`src/rtl/sine_phase_sequencer_pkg.sv`:
```
// rtl/sine_phase_sequencer_pkg.sv - shared types and ROM table generator for the sine sequencer
package sine_phase_sequencer_pkg;

    typedef enum logic [1:0] {
        ST_IDLE    = 2'd0,
        ST_FETCH   = 2'd1,
        ST_WAIT    = 2'd2,
        ST_PRESENT = 2'd3
    } seq_state_t;

    // Magnitude of the quarter-wave entry a, sampled at bin centres so the fold is symmetric.
    // Evaluated at elaboration only; the Taylor series is exact to well below one LSB on [0, pi/2].
    function automatic int quarter_sine_mag(input int a, input int addr_w, input int mag_w);
        real x;
        real x2;
        real term;
        real s;
        x    = (real'(a) + 0.5) * 3.14159265358979323846 / (2.0 * real'(1 << addr_w));
        x2   = x * x;
        term = x;
        s    = x;
        for (int k = 1; k <= 12; k++) begin
            term = -term * x2 / real'((2 * k) * (2 * k + 1));
            s    = s + term;
        end
        return $rtoi(s * real'((1 << mag_w) - 1) + 0.5);
    endfunction

endpackage

```
`src/rtl/sine_phase_sequencer_rom.sv`:
```
// rtl/sine_phase_sequencer_rom.sv - quarter-wave sine magnitude ROM with registered read
module sine_quarter_rom
    import sine_phase_sequencer_pkg::*;
#(
    parameter int ADDR_W = 8,
    parameter int MAG_W  = 11
) (
    input  logic              src_clk,
    input  logic [ADDR_W-1:0] addr,
    output logic [MAG_W-1:0]  mag
);

    logic [MAG_W-1:0] rom_tbl [2**ADDR_W];

    for (genvar i = 0; i < 2**ADDR_W; i++) begin : g_tbl
        localparam int ENTRY = quarter_sine_mag(i, ADDR_W, MAG_W);
        assign rom_tbl[i] = ENTRY[MAG_W-1:0];
    end

    always_ff @(posedge src_clk) begin
        mag <= rom_tbl[addr];
    end

endmodule

```
`src/rtl/sine_phase_sequencer.sv`:
```
// rtl/sine_phase_sequencer.sv - tick-driven phase accumulator feeding a folded sine ROM to a valid/ready sink
module sine_phase_sequencer
    import sine_phase_sequencer_pkg::*;
#(
    parameter int PHASE_W = 16,
    parameter int ADDR_W  = 8,
    parameter int DATA_W  = 12
) (
    input  logic               src_clk,
    input  logic               rst_n,
    input  logic               en,
    input  logic               tick,
    input  logic [PHASE_W-1:0] fcw,
    output logic [DATA_W-1:0]  sample,
    output logic               sample_valid,
    input  logic               sample_ready,
    output logic [7:0]         overrun_cnt
);

    seq_state_t          state;
    seq_state_t          state_nx;
    logic                tick_d;
    logic                tick_acc;
    logic [PHASE_W-1:0]  phase;
    logic [1:0]          quad;
    logic [ADDR_W-1:0]   idx;
    logic [ADDR_W-1:0]   rom_addr;
    logic                neg;
    logic [DATA_W-2:0]   mag;
    logic [DATA_W-1:0]   mag_ext;

    assign tick_acc = tick & ~tick_d & en;
    assign quad     = phase[PHASE_W-1 -: 2];
    assign idx      = phase[PHASE_W-3 -: ADDR_W];
    assign mag_ext  = {1'b0, mag};

    sine_quarter_rom #(
        .ADDR_W (ADDR_W),
        .MAG_W  (DATA_W - 1)
    ) u_rom (
        .src_clk (src_clk),
        .addr    (rom_addr),
        .mag     (mag)
    );

    always_ff @(posedge src_clk) begin
        if (!rst_n) begin
            state <= ST_IDLE;
        end else begin
            state <= state_nx;
        end
    end

    always_comb begin
        state_nx = state;
        case (state)
            ST_IDLE:    if (tick_acc) state_nx = ST_FETCH;
            ST_FETCH:   state_nx = ST_WAIT;
            ST_WAIT:    state_nx = ST_PRESENT;
            ST_PRESENT: if (sample_ready) state_nx = ST_IDLE;
            default:    state_nx = ST_IDLE;
        endcase
    end

    // Address and sign are taken from the phase before this tick's increment.
    always_ff @(posedge src_clk) begin
        if (!rst_n) begin
            tick_d       <= 1'b0;
            phase        <= '0;
            rom_addr     <= '0;
            neg          <= 1'b0;
            sample       <= '0;
            sample_valid <= 1'b0;
            overrun_cnt  <= '0;
        end else begin
            tick_d <= tick;
            if (tick_acc) begin
                phase <= phase + fcw;
            end
            if (state == ST_IDLE && tick_acc) begin
                rom_addr <= quad[0] ? ~idx : idx;
                neg      <= quad[1];
            end
            if (state == ST_WAIT) begin
                sample       <= neg ? -mag_ext : mag_ext;
                sample_valid <= 1'b1;
            end
            if (state == ST_PRESENT && sample_ready) begin
                sample_valid <= 1'b0;
            end
            if (tick_acc && state != ST_IDLE && overrun_cnt != 8'hFF) begin
                overrun_cnt <= overrun_cnt + 8'd1;
            end
        end
    end

endmodule
```
`config.mk`:
```
export PLATFORM = sky130hd
export DESIGN_NAME = sine_phase_sequencer
export DESIGN_NICKNAME = d
export VERILOG_FILES = /design/src/rtl/sine_phase_sequencer_pkg.sv /design/src/rtl/sine_phase_sequencer_rom.sv /design/src/rtl/sine_phase_sequencer.sv
export SDC_FILE = /design/constraint.sdc
export NUM_CORES = 1
export LEC_CHECK = 0
export CORE_MARGIN = 2
export CORE_UTILIZATION = 38
export DETAILED_ROUTE_END_ITERATION = 6
export PLACE_DENSITY_LB_ADDON = 0.2
export SLEW_MARGIN = 20
export SYNTH_ARGS = -nofsm -noshare
export SYNTH_HDL_FRONTEND = slang
export SYNTH_SLANG_ARGS = --single-unit
```
`constraint.sdc`:
```
create_clock -name src_clk -period 5.75 [get_ports src_clk]
set_input_delay 0.8625 -clock src_clk [delete_from_list [all_inputs] [get_ports src_clk]]
set_output_delay 0.8625 -clock src_clk [all_outputs]
set_load 0.03 [all_outputs]
```
==> metrics.csv, run 1 <==
metric,value,unit
status,completed,
ys_seq_area_share,19.67,%
required,6.02,ns
worstHoldPathType,flop to flop,
tightest_slew,1.135,ns
r2r-end,u_rom.mag[2]$_DFF_P_,
async_flop_share,0,%
die-width,130.8,um
drc,0,
grt_pass1_wl,29.84,mm
hp-start,phase[4]$_SDFFE_PN0P_,
ant_nets,0,
relSlewSlack,24.21,%
final_common_cell,nor2_1,
final-hold-violation-count,0,
whs_path_depth,2,
cts_root_buffer,clkbuf_16,
multi_input_area,0.004420,mm2
crit_path_end_kind,flop,
worstSetupStartpointType,flop,
die_height,130.8,um
whs,0.4623,ns
cts_hold_buffers,0,
clock_sinks,60,
grt_pass1_vias,5365,
worstHoldEndpoint,phase[4]$_SDFFE_PN0P_,
fin_nets,873,
rsz0062_at_grt,false,
portBuffers,41,
arrival,3.96,ns
drive_gt1_share,6.943,%
layout_min_cycle_time,3.690,ns
fin_skew,0.006530,ns
worst-r2r-setup-slack,2.06,ns
syn_area,0.006106,mm2
synth.avg_cell_area,7.278,um2
final.setup.tns,0,ns
gp_congestion,0.9670,
grt.overflow.total,0,
fin_cells,1037,
synthFlopType,dfxtp_1,
synth_top_area_cell,dfxtp_1,
ir_drop,0.2094,mV
synthTopCellsByArea,"dfxtp_1 (20%), ha_1 (7.2%), a21oi_1 (6.9%), nor2_1 (5.2%), nand2_1 (4.5%)",
drt-total-wl,18.86,mm
ys_ff_latch,60,
setup_violations,0,
timing.final.max_slew_violations,0,
synthCells,839,
dr.pass1.iters,5,
postCtsSetupBuffers,0,
post-place-ws,2.109,ns
place_inst,1021,
cts_max_level,3,
crit_type,flop to flop,
die_area,0.01710,mm2
worstPathMaxFanout,20,
num_vias,6258,
grt_max_degree,78,
n_antenna_cell,0,
synth_fp_nets,896,
post-route-period-util,64.17,%
final_cell_mix,"nor2_1 (85), a21oi_1 (84), nand2_1 (73)",
ys_warn_count,0,
fmax,271.0,MHz
yosysUniqueCellTypes,74,
clock_latency,0.34,ns
clockBufferDepth,2,
grt_antenna_before_repair,0,
cts_tree,yes,
initial_core_util,38.72,%
core-area,0.01577,mm2
numCtsBuffers,9,
hpwl,12.56,mm
r2r_cells,7,
timing.rr.start,rom_addr[1]$_SDFFE_PN0P_,
synth_edf_count,0,
row_count,46,
drtIter0Drc,733,
io-pin-count,42,
viasPerCell,6.035,
grt_usage,22.19,%
power.density,346.1,mW/mm2
yosysTopAreaCellShare,19.67,%
clkTransAtPathRegs,0.06,ns
totalPowerFinal,2.330,mW
area_growth,10.27,%
route.detailed.wl_per_inst,18.18,um
cts_resized,0,
fin_ws,2.060,ns
fillers,1697,
cap_violations,0,
leakagePower,2.422,nW
register_area,0.001209,mm2
[sequential cells by signal (all words and copies together) (netlist names), 2 cells and up]
register     flops
sample          12
rom_addr         8
phase           16
state            2
u_rom.mag       11
overrun_cnt      8
[cells by family after synthesis]
kind of cell	after synthesis	share of synthesized area, %
compound gates	285	30.68
simple gates	294	22.73
xor+xnor	32	4.713
flops	60	19.67
fa+ha+maj	36	7.500
buf+inv	106	7.930
mux	26	6.783
[critical path: stages, from the launching register on]
cell and delay, ns:
dfxtp_1 0.83, inv_1 0.39, ha_1 0.79, and2_1 0.39, nor2_1 0.09, mux4_2 0.46, mux4_2 0.48, a22oi_2 0.18
[area by class of cell]
| type | instances | share of cell area, % |
|---|---|---|
| inverter | 23 | 1.282 |
| clock buffer | 9 | 3.345 |
| sequential | 60 | 17.95 |
| timing repair buffer | 49 | 6.988 |
| tap | 216 | 4.014 |
| multi-input combinational | 673 | 65.66 |
| clock inverter | 7 | 0.7619 |
[cell usage after synthesis (19+ instances only)]
cell and count:
dfxtp_1 60, buf_2 30, nor2_1 85, nor3_1 29, o21ai_0 52, clkbuf_1 36
nand2_1 73, ha_1 35, a21oi_1 84, inv_1 19, a211oi_1 32, nand3_1 30
[routing by layer]
layer	vias up	track usage [%]	routed length [um]
met5	-	0	0
met4	0	7.134	532
met3	43	4.682	1379
met2	244	33.39	8355
met1	2936	31.65	8586
li1	3035	-	-
[worst max path at each step]
stage	startpoint	end	slack (ns)	depth (start not counted)
floorplan	rom_addr[1]$_SDFFE_PN0P_	u_rom.mag[4]$_DFF_P_	2.87	10
global placement	rom_addr[0]$_SDFFE_PN0P_	u_rom.mag[2]$_DFF_P_	2.19	7
detailed placement	rom_addr[0]$_SDFFE_PN0P_	u_rom.mag[2]$_DFF_P_	2.11	7
CTS	rom_addr[0]$_SDFFE_PN0P_	u_rom.mag[2]$_DFF_P_	2.11	7
global route	rom_addr[0]$_SDFFE_PN0P_	u_rom.mag[2]$_DFF_P_	1.85	7
finish	rom_addr[1]$_SDFFE_PN0P_	u_rom.mag[2]$_DFF_P_	2.06	7
[through the flow]
step                utilization [%]  instance area [um2]
floorplan                         -                 6106
global placement              40.94                 6456
CTS                           42.69                 6733
finish                        42.69                 6733
global route                  42.69                 6733
detailed placement            40.94                 6456
[power by group]
group	switching, mW	internal (mW)	total (mW)
registers	0.134	0.500	0.634
logic	0.696	0.487	1.18
clock network	0.220	0.293	0.513
No activity file was read; power rests on OpenSTA's default activity.
==> run 2, diff against run 1 <==
==> constraint.sdc (replaced) <==
create_clock -name src_clk -period 3.6 [get_ports src_clk]
set_input_delay 0.54 -clock src_clk [delete_from_list [all_inputs] [get_ports src_clk]]
set_output_delay 0.54 -clock src_clk [all_outputs]
set_load 0.03 [all_outputs]
==> run 2 against run 1 <==
  * Final cell count increased by 1.3%
  * Sequential share of layout area decreased by 0.35 points
  * Highest routed layer unchanged
  * Flip-flop and latch count unchanged
==> metrics.csv, run 2 (synthesized netlist as in run 1, its figures left out) <==
metric,value,unit,change
clockBufferDepth,2,,unchanged
hpwl,12.66,mm,+0.84%
grt_util_met1,31.87,%,+0.22 points
drc,0,,unchanged
cts_root_buffer,clkbuf_16,,
place_inst,1034,,+1.3%
post-place-ws,0.6926,ns,-1.417 ns
portBuffers,41,,unchanged
die-width,130.8,um,unchanged
ir_drop,0.2408,mV,+15%
final_cell_mix,"nor2_1 (85), a21oi_1 (84), nand2_1 (73)",,
grt_pass1_vias,5639,,+5.1%
io-pin-count,42,,unchanged
relSlewSlack,41.39,%,+17 points
drtIter0Drc,743,,+1.4%
die_area,0.01710,mm2,unchanged
leakagePower,2.506,nW,+3.5%
initial_core_util,38.72,%,unchanged
worstHoldPathType,flop to flop,,
largest_reg_flops,16,,unchanged
grt_max_degree,79,,+1.3%
layout_min_cycle_time,2.854,ns,-0.8359 ns
reg_top3,"phase: 16 flops, sample: 12 flops, u_rom.mag: 11 flops",,
die_height,130.8,um,unchanged
cap_violations,0,,unchanged
busiest_layer,met2,,
tightest_slew,0.8792,ns,-0.2561 ns
clock_latency,0.33,ns,about the same
n_antenna_cell,0,,unchanged
cts_max_level,3,,unchanged
whs,0.4557,ns,-0.006569 ns
dr.pass1.iters,6,,+1
setup_violations,0,,unchanged
cts_hold_buffers,0,,unchanged
post-route-period-util,79.28,%,+15 points
grt_usage,22.16,%,-0.029 points
drt-total-wl,18.45,mm,-2.2%
fin_skew,0.003375,ns,-0.003156 ns
clkTransAtPathRegs,0.06,ns,about the same
final.setup.tns,0,ns,unchanged
fmax,350.4,MHz,+29%
area_growth,12.46,%,
arrival,3.12,ns,-0.84 ns
fin_cells,1050,,+1.3%
worstPathMaxFanout,17,,-15%
numCtsBuffers,9,,unchanged
status,completed,,
grt_pass1_wl,30.18,mm,+1.1%
fin_ws,0.7459,ns,-1.314 ns
gp_congestion,0.9579,,-0.94%
cts_resized,0,,unchanged
num_vias,6294,,+0.58%
worstSetupStartpointType,flop,,
required,3.86,ns,-2.16 ns
core-area,0.01577,mm2,unchanged
timing.final.max_slew_violations,0,,unchanged
route.detailed.wl_per_inst,17.57,um,-3.4%
grt.overflow.total,0,,unchanged
power.density,552.9,mW/mm2,+60%
postCtsSetupBuffers,0,,unchanged
crit_path_end_kind,flop,,
top_register,phase,,
use_met2,34.16,%,+0.77 points
cts_tree,yes,,
row_count,46,,unchanged
drive_gt1_share,8.393,%,+1.5 points
final_common_cell,nor2_1,,
crit_type,flop to flop,,
grt_antenna_before_repair,0,,unchanged
final-hold-violation-count,0,,unchanged
ant_nets,0,,unchanged
viasPerCell,5.994,,-0.67%
use_met3,3.705,%,-0.98 points
rsz0062_at_grt,false,,
fin_nets,886,,+1.5%
clock_sinks,60,,unchanged
## run 2: worst paths after layout
path,from,end,slack [ns],depth (start not counted)
hold / removal,phase[4]$_SDFFE_PN0P_,phase[4]$_SDFFE_PN0P_,0.46,2
setup / recovery,rom_addr[1]$_SDFFE_PN0P_,u_rom.mag[2]$_DFF_P_,0.75,7
setup reg to reg,rom_addr[1]$_SDFFE_PN0P_,u_rom.mag[2]$_DFF_P_,0.75,7
hold reg to reg,phase[4]$_SDFFE_PN0P_,phase[4]$_SDFFE_PN0P_,0.46,2
## run 2: through the flow
| stage | cell area, um2 | util [%] | total power [mW] |
|---|---|---|---|
| after floorplan | 6106 | - | 2.405 |
| after global placement | 6566 | 41.64 | 2.902 |
| after detailed placement | 6566 | 41.64 | 2.896 |
| after CTS | 6867 | 43.54 | 3.778 |
| after global routing | 6867 | 43.54 | 4.055 |
| final | 6867 | 43.54 | 3.796 |
## run 2: power by group
part / total (mW) / switching [mW] / internal, mW / leakage (nW)
registers: 0.995 / 0.196 / 0.799 / 0.493
clock network: 0.872 / 0.334 / 0.539 / 0.146
logic: 1.93 / 1.12 / 0.806 / 1.87
total: 3.80 / 1.65 / 2.14 / 2.51
## run 2: routing by layer
layer  part of all wire, %  routed length, um
met1                    46               8425
met2                    45               8378
met3                   7.0               1299
met5                     0                  0
met4                   1.9                343
## run 2: layout make-up
class,count,area (um2)
Multi-Input combinational cell,673,4420
Timing Repair Buffer,62,580.6
Sequential cell,60,1209
Inverter,23,86.33
Clock inverter,7,75.07
Clock buffer,9,225.2
Fill cell,1667,8904
Tap cell,216,270.3
## run 2: critical path, cell delays in order (launching register included)
cell     delay (ns)
dfxtp_1        0.30
inv_1          0.25
buf_4          0.22
ha_1           0.70
a21oi_1        0.14
mux4_2         0.49
mux4_2         0.49
a22oi_2        0.18
